===== src/rtl/fp_accum_seq.sv =====
// fp_accum_seq
//   Sequential front end for a combinational IEEE-754 single-precision adder.
//   A run of `len` floats arrives on a valid/ready stream. Each accepted beat
//   is summed into the accumulator by presenting {acc, beat} to the adder and
//   capturing the adder's result on that same cycle. When the run completes,
//   the final sum is held on an output valid/ready handshake.
//
//   Optional feature macro: FP_ACC_SUB_EN
//     When defined, the block gains an in_sub input. A beat with in_sub=1 has
//     its sign flipped before it reaches the adder, so that beat is subtracted.
//
// Ports
//   clk, rst_n        rising-edge clock, asynchronous active-low reset
//   start, len        begin a run of len beats (sampled only in IDLE)
//   in_valid/ready    input beat handshake, in_data carries the float
//   in_sub            (FP_ACC_SUB_EN only) subtract this beat
//   add_a, add_b      operands to the external adder
//   add_result        sum returned by the adder in the same cycle
//   out_valid/ready   final-sum handshake, out_data is the accumulator
//   out_count         beats accumulated in the current run
//   busy              high whenever the block is not idle
//   flag_nan/flag_inf sticky per-run flags raised by captured adder results
module fp_accum_seq #(
  parameter int CNT_W = 8
) (
  input  logic             clk,
  input  logic             rst_n,
  input  logic             start,
  input  logic [CNT_W-1:0] len,
  input  logic             in_valid,
  output logic             in_ready,
  input  logic [31:0]      in_data,
`ifdef FP_ACC_SUB_EN
  input  logic             in_sub,
`endif
  output logic [31:0]      add_a,
  output logic [31:0]      add_b,
  input  logic [31:0]      add_result,
  output logic             out_valid,
  input  logic             out_ready,
  output logic [31:0]      out_data,
  output logic [CNT_W-1:0] out_count,
  output logic             busy,
  output logic             flag_nan,
  output logic             flag_inf
);

  typedef enum logic [1:0] {
    IDLE  = 2'd0,
    ACCUM = 2'd1,
    HOLD  = 2'd2
  } state_t;

  state_t           state;
  logic [31:0]      acc;
  logic [CNT_W-1:0] remaining;
  logic             beat_fire;
  logic             res_exp_max;
  logic             res_mant_zero;

  assign add_a = acc;

  // The sign flip is applied unconditionally to the operand path; the flag is
  // only meaningful when in_valid is high, and results are only captured then.
`ifdef FP_ACC_SUB_EN
  assign add_b = {in_data[31] ^ in_sub, in_data[30:0]};
`else
  assign add_b = in_data;
`endif

  assign out_data  = acc;
  assign beat_fire = in_valid & in_ready;

  assign res_exp_max   = (add_result[30:23] == 8'hFF);
  assign res_mant_zero = (add_result[22:0] == 23'd0);

  // Single FSM register block. in_ready, out_valid and busy are registered
  // and updated together with the state transition they belong to.
  always_ff @(posedge clk or negedge rst_n) begin
    if (!rst_n) begin
      state     <= IDLE;
      acc       <= 32'h0;
      remaining <= '0;
      out_count <= '0;
      flag_nan  <= 1'b0;
      flag_inf  <= 1'b0;
      in_ready  <= 1'b0;
      out_valid <= 1'b0;
      busy      <= 1'b0;
    end else begin
      case (state)
        IDLE: begin
          if (start) begin
            acc       <= 32'h0;
            out_count <= '0;
            flag_nan  <= 1'b0;
            flag_inf  <= 1'b0;
            busy      <= 1'b1;
            if (len != '0) begin
              remaining <= len;
              in_ready  <= 1'b1;
              state     <= ACCUM;
            end else begin
              // Zero-length run: report +0 with no beats straight away.
              remaining <= '0;
              out_valid <= 1'b1;
              state     <= HOLD;
            end
          end
        end

        ACCUM: begin
          if (beat_fire && remaining != '0) begin
            acc       <= add_result;
            remaining <= remaining - 1'b1;
            out_count <= out_count + 1'b1;
            flag_nan  <= flag_nan | (res_exp_max & ~res_mant_zero);
            flag_inf  <= flag_inf | (res_exp_max &  res_mant_zero);
            if (remaining == 1) begin
              in_ready  <= 1'b0;
              out_valid <= 1'b1;
              state     <= HOLD;
            end
          end
        end

        HOLD: begin
          if (out_ready) begin
            out_valid <= 1'b0;
            busy      <= 1'b0;
            state     <= IDLE;
          end
        end

        default: begin
          in_ready  <= 1'b0;
          out_valid <= 1'b0;
          busy      <= 1'b0;
          state     <= IDLE;
        end
      endcase
    end
  end

endmodule


===== config.mk =====
export PLATFORM = sky130hd
export DESIGN_NAME = fp_accum_seq
export DESIGN_NICKNAME = d
export VERILOG_FILES = /design/src/rtl/fp_accum_seq.sv
export SDC_FILE = /design/constraint.sdc
export NUM_CORES = 1
export LEC_CHECK = 0
export ABC_AREA = 1
export CAP_MARGIN = 25
export CORE_UTILIZATION = 42
export DETAILED_ROUTE_END_ITERATION = 12
export GPL_ROUTABILITY_DRIVEN = 0
export GPL_TIMING_DRIVEN = 1
export HOLD_SLACK_MARGIN = 0.05
export PLACE_DENSITY = 0.87
export SYNTH_ARGS = -nofsm -noshare
export SYNTH_HDL_FRONTEND = slang
export SYNTH_SLANG_ARGS = --single-unit
export TNS_END_PERCENT = 30

===== constraint.sdc =====
create_clock -name clk -period 3.5 [get_ports clk]
set_input_delay 0.7 -clock clk [delete_from_list [all_inputs] [get_ports clk]]
set_output_delay 0.7 -clock clk [all_outputs]
set_load 0.05 [all_outputs]

=== Yosys cells after proc, flatten, opt, wreduce, memory -nomap -nowiden ===
Cells that the tools add are included.

* Flip-flop bits (word level): 55
* Bits in latches: 0
* RAM bits: 0
* Memory bits (read-only): 0
* Bits of input ports: 77
* Output and inout port bits: 109
* Logic and storage cells: 74
* Memories: 0

* $add $sub $neg: 2
* Multipliers: 0
* Div/mod/pow operators: 0
* Magnitude comparators: 0
* Eq/ne operators: 10
* Shift-type cells: 0
* Muxes and demuxes: 34
* Bitwise operators: 8
* Reductions and logical operators: 11

{| class="wikitable"
|+ Operators with widths
! cell !! count
|-
| $mux 32 || 2
|-
| $pmux 32 s2 || 1
|-
| $mux 8 || 5
|-
| $pmux 8 s2 || 2
|-
| $logic_not 23->1 || 1
|-
| $reduce_bool 8->1 || 2
|-
| $mux 1 || 13
|-
| $ne 2x2->1 const B || 6
|-
| $mux 2 || 5
|-
| $reduce_and 5->1 || 2
|-
| $pmux 1 s3 || 3
|-
| $add 8x1->8 const B || 1
|-
| $eq 8x1->1 const B || 1
|-
| $eq 8x8->1 const B || 1
|-
| $sub 8x1->8 const B || 1
|-
| $pmux 2 s3 || 1
|-
| $reduce_and 3->1 || 2
|-
| $pmux 1 s2 || 2
|-
| $reduce_and 4->1 || 1
|-
| $and 1x1->1 || 3
|-
| $not 1->1 || 3
|-
| $eq 2x1->1 const B || 1
|-
| $eq 2x2->1 const B || 1
|-
| $logic_not 2->1 || 1
|-
| 3 further kinds || 4
|}

=== Longest topological paths before layout ===
Gate-level depths: netlist (run 1).

* Depth in word-level cells: 6
* Mapped depth: 11
* Depth with buffers taken out: 10

=== Worst setup path after synthesis (run 1) ===
OpenSTA, ideal clock, no wires.

* Path kind: register to output
* Start: register acc[0] (netlist: add_a[0])
* End: output port out_data[0]
* Arrival: 0.904 ns
* Data required time: 2.800 ns
* Slack: 1.896 ns
* Stages on the path, launching flop included: 2
* Path buffers: 1
* Path through: dfrtp_1 buf_4

{| class="wikitable"
|+ RTL lines
! element !! line !! source
|-
| from (decl) || 55 || <nowiki>logic [31:0] acc;</nowiki>
|-
| from (signal assigned) || 114 || <nowiki>acc <= add_result;</nowiki>
|-
| to (decl) || 41 || <nowiki>output logic [31:0] out_data,</nowiki>
|}

No word-level cell between the ends.

=== Worst setup path after layout (run 1) ===
* Start: register out_count[0]
* End: output port out_count[0]

{| class="wikitable"
|+ RTL lines
! element !! line !! source
|-
| from (decl) || 42 || <nowiki>output logic [CNT_W-1:0] out_count,</nowiki>
|-
| from (signal assigned) || 116 || <nowiki>out_count <= out_count + 1'b1;</nowiki>
|}

No word-level cell between the ends.

==> metrics, run 1 <==
library cell with the highest instance count after synthesis sky130_fd_sc_hd__nand2_1; Final nets 556; netlist area before placement 3240 um2; first-pass GRT wire length 12600 um; number of iterations in the first detailed-routing pass 4; Post-Synthesis Cells 422; # H-tree levels 2; pins over their slew limit 0; sinks on the clock net 55; combinational power share 65.7%; leftover overflow at the end of global routing 0; worst-path maximum fanout 5; total buffers and inverters traversed by the critical path 1; highest clock frequency the design can meet 0.437 GHz; die boundary width 89.9 um; post-CTS repair timing setup buffer count 0; largest area contributor in the synthesized netlist sky130_fd_sc_hd__dfrtp_1; Post-Route WL 7770 um; arrival time at the worst endpoint 1.59 ns; critical path's slowest cell sky130_fd_sc_hd__clkdlybuf4s50_1; CP endpoint kind output port; number of antenna violations at the first check in global routing 0; total of hold buffers inserted after clock tree synthesis 0; clock slew at reported path FFs 0.10 ns; outcome complete, no violations; quantity of I/O buffers inserted on ports 121; clock latency on the worst-skew pair 0.30 ns; # DRC 0; CTS tree done; type of the worst setup path flop to output port; total power divided by cell area 1040 nW/um2; starting utilization of the core area 44.0%; full die area 8070 um2; DRT antenna net count 0; Post-Syn Area per Cell 7.68 um2; number of synthesized flops with an enable pin 0; final clock skew 0.00636 ns; worst slack after detailed placement 0.921 ns; Top FF cell, synth sky130_fd_sc_hd__dfrtp_1; final setup margin 1.21 ns; core region area 7370 um2; total net switching power 2.39 mW; CTS buffer count 5; number of standard cells in the final layout excluding fillers 575; aggregate negative setup slack 0 ns; Hold Path Class input pin to async pin; relative contribution of the clock network to total power 8.8%; post-detailed-route wirelength per cell 13.5 um; number of max-cap violations 0; vias in the first global route 2765; share of the yosys chip area belonging to registers 42.5%; number of placement rows 31; peak per-stage delay on the critical path 0.84 ns; slew of the pin with the lowest slew margin 0.567 ns; Worst path top cell family by delay buffers and inverters; biggest area contributors in the synthesized netlist sky130_fd_sc_hd__dfrtp_1 42%, sky130_fd_sc_hd__buf_4 16%, sky130_fd_sc_hd__nand2_1 15%; async set-or-reset flop fraction in the synthesized netlist 100%; cells traversed along the worst timing path clkdlybuf4s50_1; largest net degree at the start of global routing 53; final critical delay including setup and external delays 2.29 ns; layout overhead on the synthesized area 27.5%; cell at the root of the clock tree sky130_fd_sc_hd__clkbuf_8; Multi-input gate area 1190 um2; Net Count, Synth 503; vias per cell 4.93; PnR Total Power 4.31 mW; final setup fails 0; CTS resizes 0; post-synthesis cell type count 28; overall fraction of global-route tracks in use 18.9%; peak supply drop 427 uV; clock tree buffer depth 2; count of vias placed by the detailed router 2833; vertical die dimension 89.9 um; number of register bits inferred by synthesis 55; Synth top area share 42.5%; share of final-layout standard cells stronger than drive strength 1 5.25%; DR iter-0 viols 138; final HPWL from detailed placement 5510 um; Layout fillers 676; total leakage power 1.94 nW; crit path launch type flop; final period utilization 65.4%; dpl cells 566; switching portion of total power 55.5%; number of warnings issued by yosys 0; synth cell count leaders 131 x sky130_fd_sc_hd__nand2_1, 67 x sky130_fd_sc_hd__buf_4, 55 x sky130_fd_sc_hd__dfrtp_1; Sequential cell area 1380 um2; Antenna diodes 0; internal power of the cells 1.92 mW; max-slew headroom at the worst pin 62.2%; required time at the worst-slack endpoint 2.80 ns; power share of the sequential group 25.5%; RSZ-0062 raised after global routing false; Boundary Pins 186; Final Hold Violating Endpoints 0
==> flip-flops by register name, indices dropped and copies added (netlist names) <==
| name | cells |
|---|---|
| in_ready | 1 |
| state | 2 |
| out_count | 8 |
| flag_nan | 1 |
| add_a | 32 |
| flag_inf | 1 |
| out_valid | 1 |
| busy | 1 |
| remaining | 8 |
==> worst paths after layout <==
check	slack (ns)	endpoint	startpoint	cells after the start
min in group clk	0.49	out_valid$_DFFE_PN0P_	out_valid$_DFFE_PN0P_	2
worst min register to register	0.49	out_valid$_DFFE_PN0P_	out_valid$_DFFE_PN0P_	2
worst max register to register	1.27	out_count[7]$_DFFE_PN0P_	remaining[0]$_DFFE_PN0P_	9
worst min-delay path	0.19	add_a[20]$_DFFE_PN0P_	rst_n	1
worst max-delay path	1.21	out_count[0]	out_count[0]$_DFFE_PN0P_	1
max in group asynchronous	2.64	add_a[5]$_DFFE_PN0P_	rst_n	3
==> layout make-up <==
class / count / area share (%)
multi-input cells: 262 / 28.8
well taps: 99 / 3.00
clock buffers: 8 / 2.42
repair buffers: 124 / 30.0
inverters: 27 / 2.51
flip-flops and latches: 55 / 33.3
==> power by group through the flow <==
stage	sequential, mW	combinational, mW	clock, mW
after global routing	1.14	2.99	0.413
final	1.10	2.83	0.378
after detailed placement	1.11	2.84	0
after floorplan	1.71	1.66	0
after global placement	1.10	2.78	0
after CTS	1.10	2.84	0.390
==> cells in the final DEF (no fill, tap or decap), drive strengths merged <==
master / n
nor2: 35
a21oi: 4
or2: 1
xor2: 2
o21ai: 22
o21bai: 2
nor3: 1
o211ai: 1
buf: 4
inv: 26
clkdlybuf4s50: 120
clkbuf: 8
nand4: 3
nand3b: 1
ha: 4
nand3: 53
dfrtp: 55
clkinv: 1
nand2: 133
==> stage by stage <==
stage / area, um2 / util, % / hold slack (ns)
after floorplan: 3240 / - / 0.404
after global placement: 4010 / 54.5 / 0.472
after detailed placement: 4010 / 54.5 / 0.471
after CTS: 4110 / 55.8 / 0.497
after global routing: 4130 / 56.1 / 0.181
final: 4130 / 56.1 / 0.192
==> logic make-up after synthesis <==
| family | after synthesis | synth area share, % |
|---|---|---|
| AO/OA/AOI/OAI | 29 | 4.71 |
| flip-flops | 55 | 42.5 |
| AND/OR/NAND/NOR | 227 | 29.9 |
| adder cells (fa/ha/maj) | 4 | 1.54 |
| buffers and inverters | 105 | 20.9 |
| XOR/XNOR | 2 | 0.540 |
==> layer usage <==
layer	GRT usage, %	share of wire (%)	up-vias
met5	0	0	-
met4	9.01	2.6	0
met3	3.72	6.5	30
met2	32.6	48	118
met1	22.7	43	1319
li1	-	-	1366
Note: power is estimated with default switching activity, not from simulation.
==> inputs of run 2 (changes only) <==
CORE_UTILIZATION = 35   (was 42)
PLACE_DENSITY = 0.78   (was 0.87)
clock period = 1.9 ns   (was 3.5 ns; I/O delays follow)
==> run 2 against run 1 <==
The flow now finishes with violations (design-rule violations). Count of clock-buffer cells in the layout did not move. Clock skew down 0.0019 ns. First-iteration DRC count rose by 26%. Flip-flop and latch count stayed put. Sequential share of layout area shrank 0.091 points. Combinational power up 80%. Sequential power up 82%. Routed wire length barely moved. Final cell count increased by 2.1%. Critical path depth unchanged. Critical endpoint is now out_data[16]. Largest power group unchanged.
==> metrics, run 2 (synthesized netlist as in run 1, its figures left out) <==
outcome complete, but fails checks (was complete, no violations); violations in the final reports design-rule violations; Post-Route WL 7770 um (about the same); layout overhead on the synthesized area 27.9% (was 27.5%); worst setup path end out_data[16] (was out_count[0]); DRT antenna net count 0 (unchanged); leftover overflow at the end of global routing 0 (unchanged); worst-path maximum fanout 3 (was 5); overall fraction of global-route tracks in use 16.1% (was 18.9%); Antenna diodes 0 (unchanged); number of standard cells in the final layout excluding fillers 587 (was 575); CTS buffer count 5 (unchanged); final period utilization 97.8%; worst setup path start add_a[16]$_DFFE_PN0P_ (was out_count[0]$_DFFE_PN0P_); Boundary Pins 186 (unchanged); Stages on worst setup path 1 (unchanged); final HPWL from detailed placement 5650 um (was 5510 um); count of vias placed by the detailed router 2785 (was 2833); CTS tree done (unchanged); total power divided by cell area 1880 nW/um2 (was 1040 nW/um2); vias in the first global route 2708 (was 2765); sinks on the clock net 55 (unchanged); clock latency on the worst-skew pair 0.30 ns (about the same); CP endpoint kind output port (unchanged); Layout fillers 869 (was 676); vias per cell 4.74 (was 4.93); type of the worst setup path flop to output port (unchanged); pins over their slew limit 0 (unchanged); vertical die dimension 98.2 um (was 89.9 um); number of flip-flops in the largest register 32 (unchanged); share of final-layout standard cells stronger than drive strength 1 12.1% (was 5.25%); Final nets 559 (was 556); cells traversed along the worst timing path clkdlybuf4s50_1 (unchanged); dpl cells 578 (was 566); post-detailed-route wirelength per cell 13.2 um (was 13.5 um); clock tree buffer depth 2 (unchanged); # H-tree levels 2 (unchanged); worst flop-to-flop path startpoint remaining[0]$_DFFE_PN0P_ (unchanged); first-pass GRT wire length 12900 um (was 12600 um); die boundary width 98.2 um (was 89.9 um); Final Hold Violating Endpoints 0 (unchanged); clock slew at reported path FFs 0.09 ns (was 0.10 ns); peak per-stage delay on the critical path 0.81 ns (was 0.84 ns); Worst path top cell family by delay buffers and inverters (unchanged); length in cells of the worst reg-to-reg path 10 (was 9); post-route cell area 4150 um2 (was 4130 um2); number of placement rows 34 (was 31); final setup fails 0 (unchanged); highest clock frequency the design can meet 0.538 GHz; number of iterations in the first detailed-routing pass 10 (was 4); crit path launch type flop (unchanged); post-CTS repair timing setup buffer count 0 (unchanged); starting utilization of the core area 36.6% (was 44.0%); cell at the root of the clock tree sky130_fd_sc_hd__clkbuf_8 (unchanged); most frequent standard cell in the layout excluding fill and tap cells sky130_fd_sc_hd__nand2_1 (unchanged); R2R Path End add_a[14]$_DFFE_PN0P_ (was out_count[7]$_DFFE_PN0P_); total buffers and inverters traversed by the critical path 1 (unchanged); placed standard-cell area 4000 um2 (was 4010 um2); largest net degree at the start of global routing 47 (was 53); number of antenna violations at the first check in global routing 0 (unchanged); required time at the worst-slack endpoint 1.52 ns (was 2.80 ns); register-to-register setup slack 0.18 ns (was 1.27 ns); slew of the pin with the lowest slew margin 0.511 ns (was 0.567 ns); core region area 8850 um2 (was 7370 um2); arrival time at the worst endpoint 1.48 ns (was 1.59 ns); DR iter-0 viols 174 (was 138); quantity of I/O buffers inserted on ports 121 (unchanged); top library cells by usage in the layout, fill and taps aside 131 x sky130_fd_sc_hd__nand2_1, 55 x sky130_fd_sc_hd__dfrtp_1, 52 x sky130_fd_sc_hd__nand3_1 (was 131 x sky130_fd_sc_hd__nand2_1, 120 x sky130_fd_sc_hd__clkdlybuf4s50_1, 55 x sky130_fd_sc_hd__dfrtp_1); Hold WS 0.466 ns (was 0.192 ns); number of max-cap violations 0 (unchanged); total leakage power 2.47 nW (was 1.94 nW); critical path's slowest cell sky130_fd_sc_hd__clkdlybuf4s50_1 (unchanged); full die area 9650 um2 (was 8070 um2); RSZ-0062 raised after global routing false (unchanged); Hold Path Class input pin to async pin (unchanged); max-slew headroom at the worst pin 65.9% (was 62.2%); final critical delay including setup and external delays 1.86 ns; aggregate negative setup slack 0 ns (unchanged); peak supply drop 687 uV (was 427 uV); # DRC 14 (was 0); final clock skew 0.00445 ns (was 0.00636 ns)
[run 2: changes by cell type in the layout (fill, tap and decap cells not counted)]
cell and change:
sky130_fd_sc_hd__inv_4 -1, sky130_fd_sc_hd__clkdlybuf4s50_1 -76, sky130_fd_sc_hd__buf_4 +32, sky130_fd_sc_hd__buf_12 +1, sky130_fd_sc_hd__dlygate4sd3_1 +1, sky130_fd_sc_hd__inv_6 +1, sky130_fd_sc_hd__dlymetal6s2s_1 +25, sky130_fd_sc_hd__dlygate4sd2_1 +20
[run 2: cell type report]
cell class | instances | area [um2] | share of cell area [%]
clock buffer | 8 | 100 | 2.41
inverter | 27 | 106 | 2.57
multi-input combinational | 262 | 1190 | 28.7
sequential | 55 | 1380 | 33.2
tap | 108 | 135 | 3.26
timing repair buffer | 127 | 1240 | 29.9
[run 2: power by group]
part	leakage, nW	internal, mW	switching, mW
Clock	0.0515	0.334	0.370
Sequential	0.724	1.62	0.384
Combinational	1.70	1.42	3.66
Total	2.47	3.37	4.41
[run 2: how the worst min path moves through the flow]
stage / depth (start not counted) / startpoint / to / slack, ns
2_1_floorplan: 0 / rst_n / add_a[0]$_DFFE_PN0P_ / 0.08
3_3_place_gp: 1 / rst_n / out_count[5]$_DFFE_PN0P_ / 0.26
3_5_place_dp: 1 / rst_n / state[1]$_DFFE_PN0P_ / 0.26
4_1_cts: 2 / rst_n / out_count[4]$_DFFE_PN0P_ / 0.46
5_1_grt: 2 / rst_n / out_valid$_DFFE_PN0P_ / 0.48
6_report: 2 / rst_n / state[1]$_DFFE_PN0P_ / 0.47
[run 2: metrics by stage]
stage,util (%),setup WS [ns],power [mW]
global route,46.8,0.00370,8.25
finish,46.8,0.0420,7.78
floorplan,-,0.375,6.21
detailed placement,45.1,0.0685,7.28
CTS,46.1,0.000444,7.88
global placement,45.1,0.142,7.18
[run 2: layer usage]
metal	wire length [um]	vias to the layer above	GRT usage, %
met4	79	0	4.02
met2	3580	113	26.7
met1	3490	1282	21.5
met5	0	-	0
li1	-	1374	-
met3	628	16	3.51
[run 2: timing repair]
action,in CTS,in global routing
endpoints found under the setup margin,23,66
gates resized for setup,20,26
hold buffers,1,0
endpoints found under the hold margin,9,0
pin swaps,0,0
==> inputs of run 3 (changes only) <==
CORE_UTILIZATION = 42   (was 35)
CTS_CLUSTER_SIZE = 25   (was not set)
GPL_ROUTABILITY_DRIVEN = not set   (was 0)
PLACE_DENSITY = 0.87   (was 0.78)
clock period = 2.25 ns   (was 1.9 ns; I/O delays follow)
==> run 3 against run 2 <==
The flow now finishes without violations. Global-route usage up 3.3 points. Setup slack better by 0.16 ns. Utilization up 8.9 points. First-iteration DRC count down 32%. Clock power down 30%. Final cell count down 2.0%. Flip-flop and latch count unchanged. Non-clock buffer count down 1. Power down 15%. Worst hold slack worse by 0.37 ns. Sequential power down 15%. Critical path type unchanged. Critical endpoint is now out_count[0].
==> metrics, run 3 (synthesized netlist as in run 1, its figures left out) <==
CTS tree done (unchanged); final setup margin 0.201 ns (was 0.0420 ns); total buffers and inverters traversed by the critical path 1 (unchanged); # H-tree levels 2 (unchanged); clock latency on the worst-skew pair 0.30 ns (about the same); relative contribution of the clock network to total power 7.5% (was 9.0%); Boundary Pins 186 (unchanged); combinational power share 66.8% (was 65.2%); post-detailed-route wirelength per cell 13.4 um (was 13.2 um); cell at the root of the clock tree sky130_fd_sc_hd__clkbuf_8 (unchanged); length in cells of the worst reg-to-reg path 9 (was 10); vias per cell 4.99 (was 4.74); cells traversed along the worst timing path clkdlybuf4s50_1 (unchanged); crit path launch type flop (unchanged); slew of the pin with the lowest slew margin 0.528 ns (was 0.511 ns); internal power of the cells 2.92 mW (was 3.37 mW); RSZ-0062 raised after global routing false (unchanged); total net switching power 3.71 mW (was 4.41 mW); switching portion of total power 55.9% (was 56.7%); overall fraction of global-route tracks in use 19.4% (was 16.1%); total leakage power 1.93 nW (was 2.47 nW); number of iterations in the first detailed-routing pass 4 (was 10); largest net degree at the start of global routing 52 (was 47); peak supply drop 788 uV (was 687 uV); highest clock frequency the design can meet 0.488 GHz; CP endpoint kind output port (unchanged); Final Hold Violating Endpoints 0 (unchanged); post-CTS repair timing setup buffer count 0 (unchanged); outcome complete, no violations (was complete, but fails checks); most frequent standard cell in the layout excluding fill and tap cells sky130_fd_sc_hd__nand2_1 (unchanged); clock slew at reported path FFs 0.09 ns (about the same); number of flip-flops in the largest register 32 (unchanged); first-pass GRT wire length 13000 um (was 12900 um); Hold Path Class input pin to async pin (unchanged); sinks on the clock net 55 (unchanged); worst slack after detailed placement 0.179 ns (was 0.0685 ns); total of hold buffers inserted after clock tree synthesis 0 (was 1); number of placement rows 31 (was 34); top library cells by usage in the layout, fill and taps aside 131 x sky130_fd_sc_hd__nand2_1, 120 x sky130_fd_sc_hd__clkdlybuf4s50_1, 55 x sky130_fd_sc_hd__dfrtp_1 (was 131 x sky130_fd_sc_hd__nand2_1, 55 x sky130_fd_sc_hd__dfrtp_1, 52 x sky130_fd_sc_hd__nand3_1); critical path's slowest cell sky130_fd_sc_hd__clkdlybuf4s50_1 (unchanged); Antenna diodes 0 (unchanged); power share of the sequential group 25.8% (was 25.7%); quantity of I/O buffers inserted on ports 121 (unchanged); register-to-register setup slack 0.24 ns (was 0.18 ns); final period utilization 91.1%; vias in the first global route 2791 (was 2708); aggregate negative setup slack 0 ns (unchanged); Layout fillers 670 (was 869); type of the worst setup path flop to output port (unchanged); max-slew headroom at the worst pin 64.7% (was 65.9%); Worst path top cell family by delay buffers and inverters (unchanged); CTS buffer count 5 (unchanged); arrival time at the worst endpoint 1.60 ns (was 1.48 ns); full die area 8070 um2 (was 9650 um2); Final Wtd Congestion 0.866; layout overhead on the synthesized area 26.7% (was 27.9%); CTS resizes 0 (was 20); vertical die dimension 89.9 um (was 98.2 um); Stages on worst setup path 1 (unchanged); final clock skew 0.00795 ns (was 0.00445 ns); DRT antenna net count 0 (unchanged); R2R Path End out_count[7]$_DFFE_PN0P_ (was add_a[14]$_DFFE_PN0P_); count of vias placed by the detailed router 2867 (was 2785); # DRC 0 (was 14); worst-path maximum fanout 5 (was 3); PnR Total Power 6.63 mW (was 7.78 mW); final HPWL from detailed placement 5730 um (was 5650 um); die boundary width 89.9 um (was 98.2 um); leftover overflow at the end of global routing 0 (unchanged); pins over their slew limit 0 (unchanged); total power divided by cell area 1610 nW/um2 (was 1880 nW/um2); peak per-stage delay on the critical path 0.84 ns (was 0.81 ns); Post-Route WL 7730 um (was 7770 um); final setup fails 0 (unchanged); number of antenna violations at the first check in global routing 0 (unchanged); worst setup path end out_count[0] (was out_data[16]); worst flop-to-flop path startpoint remaining[0]$_DFFE_PN0P_ (unchanged); core region area 7370 um2 (was 8850 um2); final critical delay including setup and external delays 2.05 ns; number of max-cap violations 0 (unchanged); required time at the worst-slack endpoint 1.80 ns (was 1.52 ns); share of final-layout standard cells stronger than drive strength 1 5.25% (was 12.1%); clock tree buffer depth 2 (unchanged); worst setup path start out_count[0]$_DFFE_PN0P_ (was add_a[16]$_DFFE_PN0P_); DR iter-0 viols 119 (was 174); starting utilization of the core area 44.0% (was 36.6%); Final nets 558 (was 559)
## run 3: final cells by class
| type | count | area (um2) | share of cell area [%] |
|---|---|---|---|
| flip-flops and latches | 55 | 1380 | 33.5 |
| repair buffers | 126 | 1240 | 30.3 |
| multi-input cells | 262 | 1190 | 28.9 |
| well taps | 99 | 124 | 3.01 |
| inverters | 27 | 104 | 2.53 |
| clock buffers | 6 | 72.6 | 1.77 |
## run 3: through the flow
step / area, um2 / utilization (%) / instances / hold slack, ns
floorplan: 3240 / - / 422 / 0.154
global placement: 4040 / 54.8 / 569 / 0.441
detailed placement: 4040 / 54.8 / 569 / 0.435
CTS: 4110 / 55.8 / 575 / 0.106
global route: 4110 / 55.8 / 575 / 0.121
finish: 4110 / 55.8 / 575 / 0.0970
## run 3: how the worst min path moves through the flow
| stage | from | endpoint | slack (ns) | cells past startpoint |
|---|---|---|---|---|
| floorplan | rst_n | add_a[0]$_DFFE_PN0P_ | 0.15 | 0 |
| global placement | rst_n | add_a[20]$_DFFE_PN0P_ | 0.44 | 1 |
| detailed placement | rst_n | add_a[20]$_DFFE_PN0P_ | 0.44 | 1 |
| CTS | rst_n | add_a[20]$_DFFE_PN0P_ | 0.11 | 1 |
| global route | rst_n | add_a[20]$_DFFE_PN0P_ | 0.12 | 1 |
| finish | rst_n | add_a[20]$_DFFE_PN0P_ | 0.1 | 1 |
## run 3: power groups by stage
| stage | sequential, mW | clock (mW) | combinational [mW] |
|---|---|---|---|
| 2_1_floorplan | 2.65 | 0 | 2.59 |
| 5_1_grt | 1.77 | 0.536 | 4.70 |
| 4_1_cts | 1.71 | 0.513 | 4.45 |
| 3_5_place_dp | 1.72 | 0 | 4.44 |
| 6_report | 1.71 | 0.495 | 4.43 |
| 3_3_place_gp | 1.71 | 0 | 4.35 |
## run 3: metal layers
metal | share of wire (%) | vias up | wire length (um) | track usage [%]
li1 | - | 1368 | - | -
met1 | 43 | 1339 | 3290 | 23.1
met2 | 49 | 129 | 3750 | 33.9
met3 | 6.5 | 31 | 502 | 4.23
met4 | 2.4 | 0 | 182 | 8.33
met5 | 0 | - | 0 | 0
